--- config.mk ---
export PLATFORM = sky130hd
export DESIGN_NAME = clasificador_pulsacion_flat
export DESIGN_NICKNAME = d
export VERILOG_FILES = /design/src/rtl/clasificador_pulsacion_pkg.sv /design/src/rtl/clasificador_pulsacion_if.sv /design/src/rtl/clasificador_pulsacion_detector_flanco.sv /design/src/rtl/clasificador_pulsacion.sv /design/src/flat_wrapper.sv
export SDC_FILE = /design/constraint.sdc
export NUM_CORES = 1
export LEC_CHECK = 0
export ABC_AREA = 1
export BUFFER_PORTS_ARGS = -buffer_cell sky130_fd_sc_hd__buf_2
export CAP_MARGIN = 0
export CORE_UTILIZATION = 35
export DETAILED_ROUTE_END_ITERATION = 8
export GPL_TIMING_DRIVEN = 0
export PLACE_DENSITY = 0.49
export SETUP_SLACK_MARGIN = 0.05
export SYNTH_ARGS = -nofsm -noshare
export SYNTH_HDL_FRONTEND = slang
export SYNTH_SLANG_ARGS = --single-unit
--- constraint.sdc ---
create_clock -name clk -period 3.1 [get_ports clk]
set_clock_uncertainty 0.2 [all_clocks]
set_input_delay 0.155 -clock clk [delete_from_list [all_inputs] [get_ports clk]]
set_output_delay 0.155 -clock clk [all_outputs]
set_load 0.01 [all_outputs]
--- src/rtl/clasificador_pulsacion_pkg.sv ---
// clasificador_pulsacion shared constants
// Clock frequency, ms-to-cycles helper and default timing thresholds.
package clasificador_pulsacion_pkg;

  localparam int unsigned FREQ_CLK = 20_000_000;
  localparam int unsigned CICLOS_POR_MS = FREQ_CLK / 1000;

  function automatic int unsigned ms_a_ciclos(input int unsigned ms);
    return CICLOS_POR_MS * ms;
  endfunction

  function automatic int unsigned max3(
    input int unsigned a,
    input int unsigned b,
    input int unsigned c
  );
    int unsigned m;
    m = a;
    if (b > m) m = b;
    if (c > m) m = c;
    return m;
  endfunction

  localparam int unsigned LONG_DEF   = ms_a_ciclos(1000);
  localparam int unsigned DOBLE_DEF  = ms_a_ciclos(300);
  localparam int unsigned REPEAT_DEF = ms_a_ciclos(200);

endpackage

--- src/rtl/clasificador_pulsacion_if.sv ---
// clasificador_pulsacion button/event bundle
// master drives the button level, slave returns the event pulses.
interface clasificador_pulsacion_if;
  logic btn_limpio;
  logic pulso_corto;
  logic pulso_doble;
  logic pulso_largo;
  logic pulso_rep;
  logic ocupado;

  modport master (
    output btn_limpio,
    input  pulso_corto,
    input  pulso_doble,
    input  pulso_largo,
    input  pulso_rep,
    input  ocupado
  );

  modport slave (
    input  btn_limpio,
    output pulso_corto,
    output pulso_doble,
    output pulso_largo,
    output pulso_rep,
    output ocupado
  );
endinterface

--- src/rtl/clasificador_pulsacion_detector_flanco.sv ---
// Edge detector on an already synchronized level
// prev_q tracks the input every cycle, reset included.
module clasificador_pulsacion_detector_flanco (
  input  logic clk,
  input  logic d_i,
  output logic sube_o,
  output logic baja_o
);
  logic prev_q;

  // Reset deliberately absent: loading the live level keeps a held
  // button from looking like a fresh press after reset.
  always_ff @(posedge clk) begin
    prev_q <= d_i;
  end

  assign sube_o = d_i & ~prev_q;
  assign baja_o = ~d_i & prev_q;
endmodule

--- src/rtl/clasificador_pulsacion.sv ---
// clasificador_pulsacion: debounced level -> one-cycle press events
// Short, double, long and auto-repeat classification with one counter.
module clasificador_pulsacion
  import clasificador_pulsacion_pkg::*;
#(
  parameter int unsigned LONG_COUNT   = LONG_DEF,
  parameter int unsigned DOBLE_COUNT  = DOBLE_DEF,
  parameter int unsigned REPEAT_COUNT = REPEAT_DEF
) (
  input logic clk,
  input logic rst,
  clasificador_pulsacion_if.slave bus
);

  localparam int unsigned CW =
    $clog2(max3(LONG_COUNT, DOBLE_COUNT, REPEAT_COUNT)) + 1;

  localparam logic [CW-1:0] LONG_FIN  = CW'(LONG_COUNT - 1);
  localparam logic [CW-1:0] DOBLE_FIN = CW'(DOBLE_COUNT - 1);
  localparam logic [CW-1:0] REP_FIN   = CW'(REPEAT_COUNT - 1);

  typedef enum logic [2:0] {
    REPOSO       = 3'd0,
    PRESIONADO   = 3'd1,
    LARGO        = 3'd2,
    ESPERA_DOBLE = 3'd3,
    SEGUNDA      = 3'd4
  } estado_t;

  estado_t       estado_q;
  logic [CW-1:0] cnt_q;
  logic          corto_q;
  logic          doble_q;
  logic          largo_q;
  logic          rep_q;
  logic          ocupado_q;
  logic          sube;
  logic          baja;

  clasificador_pulsacion_detector_flanco u_flanco (
    .clk    (clk),
    .d_i    (bus.btn_limpio),
    .sube_o (sube),
    .baja_o (baja)
  );

  // Classifier FSM, shared counter and registered event outputs.
  always_ff @(posedge clk) begin
    if (rst) begin
      estado_q  <= REPOSO;
      cnt_q     <= '0;
      corto_q   <= 1'b0;
      doble_q   <= 1'b0;
      largo_q   <= 1'b0;
      rep_q     <= 1'b0;
      ocupado_q <= 1'b0;
    end else begin
      corto_q <= 1'b0;
      doble_q <= 1'b0;
      largo_q <= 1'b0;
      rep_q   <= 1'b0;
      unique case (estado_q)
        REPOSO: begin
          if (sube) begin
            estado_q  <= PRESIONADO;
            cnt_q     <= '0;
            ocupado_q <= 1'b1;
          end
        end
        PRESIONADO: begin
          if (cnt_q == LONG_FIN) begin
            largo_q  <= 1'b1;
            estado_q <= LARGO;
            cnt_q    <= '0;
          end else if (baja) begin
            estado_q <= ESPERA_DOBLE;
            cnt_q    <= '0;
          end else begin
            cnt_q <= cnt_q + 1'b1;
          end
        end
        LARGO: begin
          if (cnt_q == REP_FIN) begin
            rep_q <= 1'b1;
            cnt_q <= '0;
          end else begin
            cnt_q <= cnt_q + 1'b1;
          end
          // Level, not edge: a release that coincided with the long
          // threshold has already been consumed by PRESIONADO.
          if (!bus.btn_limpio) begin
            estado_q  <= REPOSO;
            cnt_q     <= '0;
            ocupado_q <= 1'b0;
          end
        end
        ESPERA_DOBLE: begin
          if (sube) begin
            doble_q  <= 1'b1;
            estado_q <= SEGUNDA;
            cnt_q    <= '0;
          end else if (cnt_q == DOBLE_FIN) begin
            corto_q   <= 1'b1;
            estado_q  <= REPOSO;
            cnt_q     <= '0;
            ocupado_q <= 1'b0;
          end else begin
            cnt_q <= cnt_q + 1'b1;
          end
        end
        SEGUNDA: begin
          if (baja) begin
            estado_q  <= REPOSO;
            ocupado_q <= 1'b0;
          end
        end
        default: begin
          estado_q  <= REPOSO;
          cnt_q     <= '0;
          ocupado_q <= 1'b0;
        end
      endcase
    end
  end

  assign bus.pulso_corto = corto_q;
  assign bus.pulso_doble = doble_q;
  assign bus.pulso_largo = largo_q;
  assign bus.pulso_rep   = rep_q;
  assign bus.ocupado     = ocupado_q;

endmodule

--- src/flat_wrapper.sv ---
// flat-port wrapper written by rule: the top's interface ports become plain ports
module clasificador_pulsacion_flat import clasificador_pulsacion_pkg::*;
#(
  parameter int unsigned LONG_COUNT   = LONG_DEF,
  parameter int unsigned DOBLE_COUNT  = DOBLE_DEF,
  parameter int unsigned REPEAT_COUNT = REPEAT_DEF
)
  (clk, rst, bus_btn_limpio, bus_pulso_corto, bus_pulso_doble, bus_pulso_largo, bus_pulso_rep, bus_ocupado);
  clasificador_pulsacion_if bus_i ();
  input logic clk;
  input logic rst;
  input wire logic [$bits(bus_i.btn_limpio)-1:0] bus_btn_limpio;
  output wire logic [$bits(bus_i.pulso_corto)-1:0] bus_pulso_corto;
  output wire logic [$bits(bus_i.pulso_doble)-1:0] bus_pulso_doble;
  output wire logic [$bits(bus_i.pulso_largo)-1:0] bus_pulso_largo;
  output wire logic [$bits(bus_i.pulso_rep)-1:0] bus_pulso_rep;
  output wire logic [$bits(bus_i.ocupado)-1:0] bus_ocupado;
  assign bus_i.btn_limpio = bus_btn_limpio;
  assign bus_pulso_corto = bus_i.pulso_corto;
  assign bus_pulso_doble = bus_i.pulso_doble;
  assign bus_pulso_largo = bus_i.pulso_largo;
  assign bus_pulso_rep = bus_i.pulso_rep;
  assign bus_ocupado = bus_i.ocupado;
  clasificador_pulsacion #(.LONG_COUNT(LONG_COUNT), .DOBLE_COUNT(DOBLE_COUNT), .REPEAT_COUNT(REPEAT_COUNT)) u_core (.clk(clk), .rst(rst), .bus(bus_i));
endmodule
# Yosys cells after proc, flatten, opt, wreduce, memory -nomap -nowiden

Index checks and enable logic that the tools add are counted.

Bits of input ports: 3
Word-level logic and storage cells: 65
Output and inout port bits: 5
Flip-flop bits (word level): 35

Reduce and logical (&&, ||, !) cells: 8
Eq/ne operators: 14
Add/sub/neg operators: 1
Bitwise operators: 8
Mux-type cells: 26

Operators with widths:

| kind                                                                     | count |
|---|---|
| 26-bit two-way mux                                                       | 7 |
| 26-bit case mux with 5 select lines                                      | 1 |
| 26-bit by 1-bit adder with 26-bit output (second input constant)         | 1 |
| 26-bit by 22-bit == test with 1-bit output (second input constant)       | 1 |
| 26-bit by 23-bit == test with 1-bit output (second input constant)       | 1 |
| 26-bit by 25-bit == test with 1-bit output (second input constant)       | 1 |
| 3-bit two-way mux                                                        | 7 |
| 3-bit case mux with 5 select lines                                       | 1 |
| 1-bit two-way mux                                                        | 9 |
| 3-bit by 2-bit == test with 1-bit output (second input constant)         | 2 |
| 2-bit by 1-bit inequality test with 1-bit output (second input constant) | 3 |
| 3-bit by 1-bit inequality test with 1-bit output (second input constant) | 2 |
| 1-bit NOT                                                                | 6 |
| 6-bit AND reduction                                                      | 1 |
| 2-bit OR reduction                                                       | 3 |
| 1-bit case mux with 5 select lines                                       | 1 |
| 5-bit AND reduction                                                      | 1 |
| 2-bit inequality test (second input constant)                            | 2 |
| 3-bit by 1-bit == test with 1-bit output (second input constant)         | 1 |
| 3-bit == test (second input constant)                                    | 1 |
| 3-bit zero test                                                          | 1 |
| 3-bit OR reduction                                                       | 1 |
| 1-bit AND                                                                | 2 |
| 2-bit AND reduction                                                      | 1 |

# Longest topological paths before layout

Depth after elaboration: 5
Gate-level depth with buffers: 11
Gate-level depth less buffers: 11

# Hierarchy

A second synthesis with hierarchy kept.

Cell total of the unflattened synthesis: 386
Area total of the unflattened synthesis: 2287.2 um^2

Modules (own cells, without submodules):

| module                                 | area an instance (um^2) | sequential area each (um^2) | cells an instance | times used |
|---|---|---|---|---|
| clasificador_pulsacion                 | 2252.2                  | 680.7                       | 381               | 1 |
| clasificador_pulsacion_detector_flanco | 35.0                    | 20.0                        | 5                 | 1 |

# Worst setup path after synthesis

Ideal clock, no wire load.

Kind: register to register
From: register u_core.cnt_q[0]
To: register u_core.cnt_q[0]
Buffers on the path: 1
Setup time: 0.112 ns
Period minus slack after synthesis: 1.876 ns
Path slack: 1.224 ns
Data arrival time: 1.564 ns
Cell stages (with the launch flop): 12
Required time: 2.788 ns
Path through: dfxtp_1 > ha_1 > inv_1 > nor2_8 > nand2_2 > nor2_2 > nand2_1 > nand2_2 > nand3_4 > buf_6 > o21ai_2 > inv_1

Word-level cells in the longest chain between the ends: 4
Elaborated cells on any way between the ends: 11
Those cells by class: add/sub: 1; eq/ne: 3; mux: 7

RTL lines:

| item                                                                   | line                                                                                      | RTL |
|---|---|---|
| start, declared                                                        | clasificador_pulsacion.sv:31                                                              | `logic [CW-1:0] cnt_q;` |
| start signal, assigned                                                 | clasificador_pulsacion.sv:79                                                              | `cnt_q <= cnt_q + 1'b1;` |
| start signal, assigned                                                 | clasificador_pulsacion.sv:87                                                              | `cnt_q <= cnt_q + 1'b1;` |
| start signal, assigned                                                 | clasificador_pulsacion.sv:108                                                             | `cnt_q <= cnt_q + 1'b1;` |
| 26-bit by 1-bit adder with 26-bit output, or another cell as far along | clasificador_pulsacion.sv:79, clasificador_pulsacion.sv:87, clasificador_pulsacion.sv:108 |  |
| 26-bit two-way mux, on equally long branches                           | clasificador_pulsacion.sv:102, clasificador_pulsacion.sv:75, clasificador_pulsacion.sv:83 |  |
| 26-bit two-way mux, on equally long branches                           | clasificador_pulsacion.sv:98, clasificador_pulsacion.sv:71, clasificador_pulsacion.sv:91  |  |
| 26-bit case mux with 5 select lines *                                  | clasificador_pulsacion.sv:62                                                              | `unique case (estado_q)` |

Every way passes the cells marked *; elsewhere a longest branch is shown, timed or not.
A chain may end at the register's enable or synchronous reset.

# Worst setup path in the final report

From: register u_core.cnt_q[0]
To: register u_core.cnt_q[18]

The elaborated chain is that of the path after synthesis.

==> impl_metrics.toml <==
[run_status]
status = "completed"

[critical_path]
rrSetupSlack_ns = 0.87
crit_type = "reg2reg"
critPathArrivalTime_ns = 2.18
worstPathRequired_ns = 3.05
cp_max_fo = 10
cp-start-kind = "register"
endpoint_kind = "register"

[timing]
layout_min_cycle_time_ns = 2.23
hold_viol = 0
relSlewSlack_pct = 65.5
fin_ws_ns = 0.871
fin_crit_sh_pct = 71.9
holdWs_ns = 0.295
drv_slew = 0
fin_tns_setup_ns = 0
tightest_slew_ns = 0.514
grt_setup_unrepaired = "false"
fmax_mhz = 449
final-setup-viol-count = 0

[floorplan]
start_util_pct = 36.7
die_h_um = 84.0
die_width_um = 84.0
io_pins = 8
core_mm2 = 0.00642
num_rows = 29
dieArea_mm2 = 0.00706

[power]
vdd_drop_max_mv = 0.326
internal_power_uw = 855
power.density_mw_per_mm2 = 509
p_sw_share_pct = 35.8
p_leak_nw = 1.15
switching_power_uw = 477
pwr-share-comb_pct = 29.0
clkPwrFrac_pct = 33.2
power_frac_seq_pct = 37.8

[yosys]
netlist_area_mm2 = 0.00236
syn_area_per_cell_um2 = 5.90
ys_ff_latch = 35
ys_warn_count = 0
syn_nets = 404
synth_cells = 399
synth_cell_types = 26
yosysSeqAreaShare_pct = 29.7

[clock_network]
cts.sinks = 35
clk_pin_slew_ns = 0.09
root_buffer = "clkbuf_8"
clock_latency_ns = 0.29
htree_levels = 2
cts_buffers = 5
cts_tree = "done"
clock_path_buffers = 2

[min_path]
hp-class = "reg2reg"

[placed_design]
place_congestion = 0.866
hpwlAfterDp_mm = 5.01
portBuffers = 6
placed_cells = 482
place_ws_ns = 0.872

[grt]
grt_start_max_net_pins = 12
grtUsageTotal_pct = 19.6
antenna_found_initial = 0
grt-ovfl-total = 0
grt_pass1_wl_mm = 11.0
grt_pass1_vias = 2187

[detailed_routing]
vias = 2398
dr.pass1.iters = 4
met1_length_mm = 3.31
wl_per_cell_um = 13.2
dr.max_layer_used = "met4"
wl_met3_um = 224
ant_nets = 0
wl_met2_mm = 2.86
remaining_drc_errors = 0
drt-total-wl_mm = 6.47
viasPerCell = 4.87
first_iter_violations = 136

[finish]
finalNetCount = 419
fin_util_pct = 40.8
layout_common_cells = "nand2_1 (135), nor2_1 (60), inv_1 (54)"
fillers = 732
diodes = 0
final_common_cell = "nand2_1"
area_growth_pct = 11.2
stdcell_count = 492
drive_above_1_share_pct = 8.19

[run]
maxCapViolCount = 0
==> power by group through the flow <==
stage                     logic [mW]  clock network, mW  registers, mW
final                          0.387              0.442          0.504
after global routing           0.433              0.478          0.510
after CTS                      0.387              0.455          0.504
after detailed placement       0.384                  0          0.514
after global placement         0.386                  0          0.516
after floorplan                0.282                  0          0.510
==> Yosys cell counts, drive strengths merged <==
cell / instances / share of area, %
nand2: 141 / 23
nor2: 65 / 12
inv: 54 / 8.6
dfxtp: 35 / 30
nand3: 31 / 7.3
a21oi: 27 / 5.7
xor2: 9 / 3.3
nand4: 7 / 1.9
o21ai: 7 / 1.6
buf: 6 / 2.1
nor3: 6 / 1.3
clkbuf: 3 / 0.48
ha: 2 / 1.1
nand3b: 2 / 0.64
and3: 1 / 0.27
clkinv: 1 / 0.16
nor4: 1 / 0.27
o21bai: 1 / 0.32
==> repair_timing <==
item,CTS,global route
hold buffers,2,0
resized for setup,0,0
buffers inserted,0,0
endpoints found under the hold margin,6,0
==> final timing paths <==
check | startpoint | end | cells past startpoint
worst max-delay path | u_core.cnt_q[0]$_SDFFE_PP0P_ | u_core.cnt_q[18]$_SDFFE_PP0P_ | 11
worst min-delay path | u_core.bus.ocupado$_SDFFE_PP0P_ | u_core.bus.ocupado$_SDFFE_PP0P_ | 2
worst max register to register | u_core.cnt_q[0]$_SDFFE_PP0P_ | u_core.cnt_q[18]$_SDFFE_PP0P_ | 11
worst min register to register | u_core.bus.ocupado$_SDFFE_PP0P_ | u_core.bus.ocupado$_SDFFE_PP0P_ | 2
==> worst max-delay path, stage by stage (launching register included) <==
cell,delay (ns)
dfxtp_1,0.46
ha_1,0.25
inv_1,0.11
nor2_8,0.18
nand2_2,0.10
nor2_2,0.13
nand2_1,0.12
nand2_2,0.12
nand3_4,0.12
buf_6,0.17
nand2_1,0.06
a21oi_1,0.05
==> per-stage QoR <==
stage / instance area [um2] / power, mW
2_1_floorplan: 2360 / 0.792
3_3_place_gp: 2480 / 0.902
3_5_place_dp: 2480 / 0.898
4_1_cts: 2620 / 1.35
5_1_grt: 2620 / 1.42
6_report: 2620 / 1.33
==> metal layers <==
layer  vias up  global-route usage [%]
met1      1078                    27.3
met5         -                       0
met4         0                    4.70
met2        45                    31.6
li1       1269                       -
met3         6                    3.07
==> cells by family after synthesis <==
group,after synthesis,synth area share (%)
AOI/OAI and AO/OA,35,7.70
and+or+nand+nor,254,46.8
DFF,35,29.7
buffers and inverters,64,11.3
xor gates and xnor gates,9,3.35
adders and majority gates,2,1.06
==> state kept, by name (all words and copies together) (netlist names) <==
register / count
u_core.u_flanco.prev_q: 1
u_core.cnt_q: 26
u_core.bus.pulso_doble: 1
u_core.bus.ocupado: 1
u_core.estado_q: 3
u_core.bus.pulso_corto: 1
u_core.bus.pulso_rep: 1
u_core.bus.pulso_largo: 1
==> final cells by class <==
class	count	area, um2	area share, %
Tap cell	77	96.3	3.68
Timing Repair Buffer	8	50.0	1.91
Multi-Input combinational cell	300	1390	53.0
Sequential cell	35	701	26.7
Buffer	9	60.1	2.29
Clock buffer	6	82.6	3.15
Inverter	55	206	7.88
Clock inverter	2	35.0	1.34
Power figures use the tool's default switching activity.
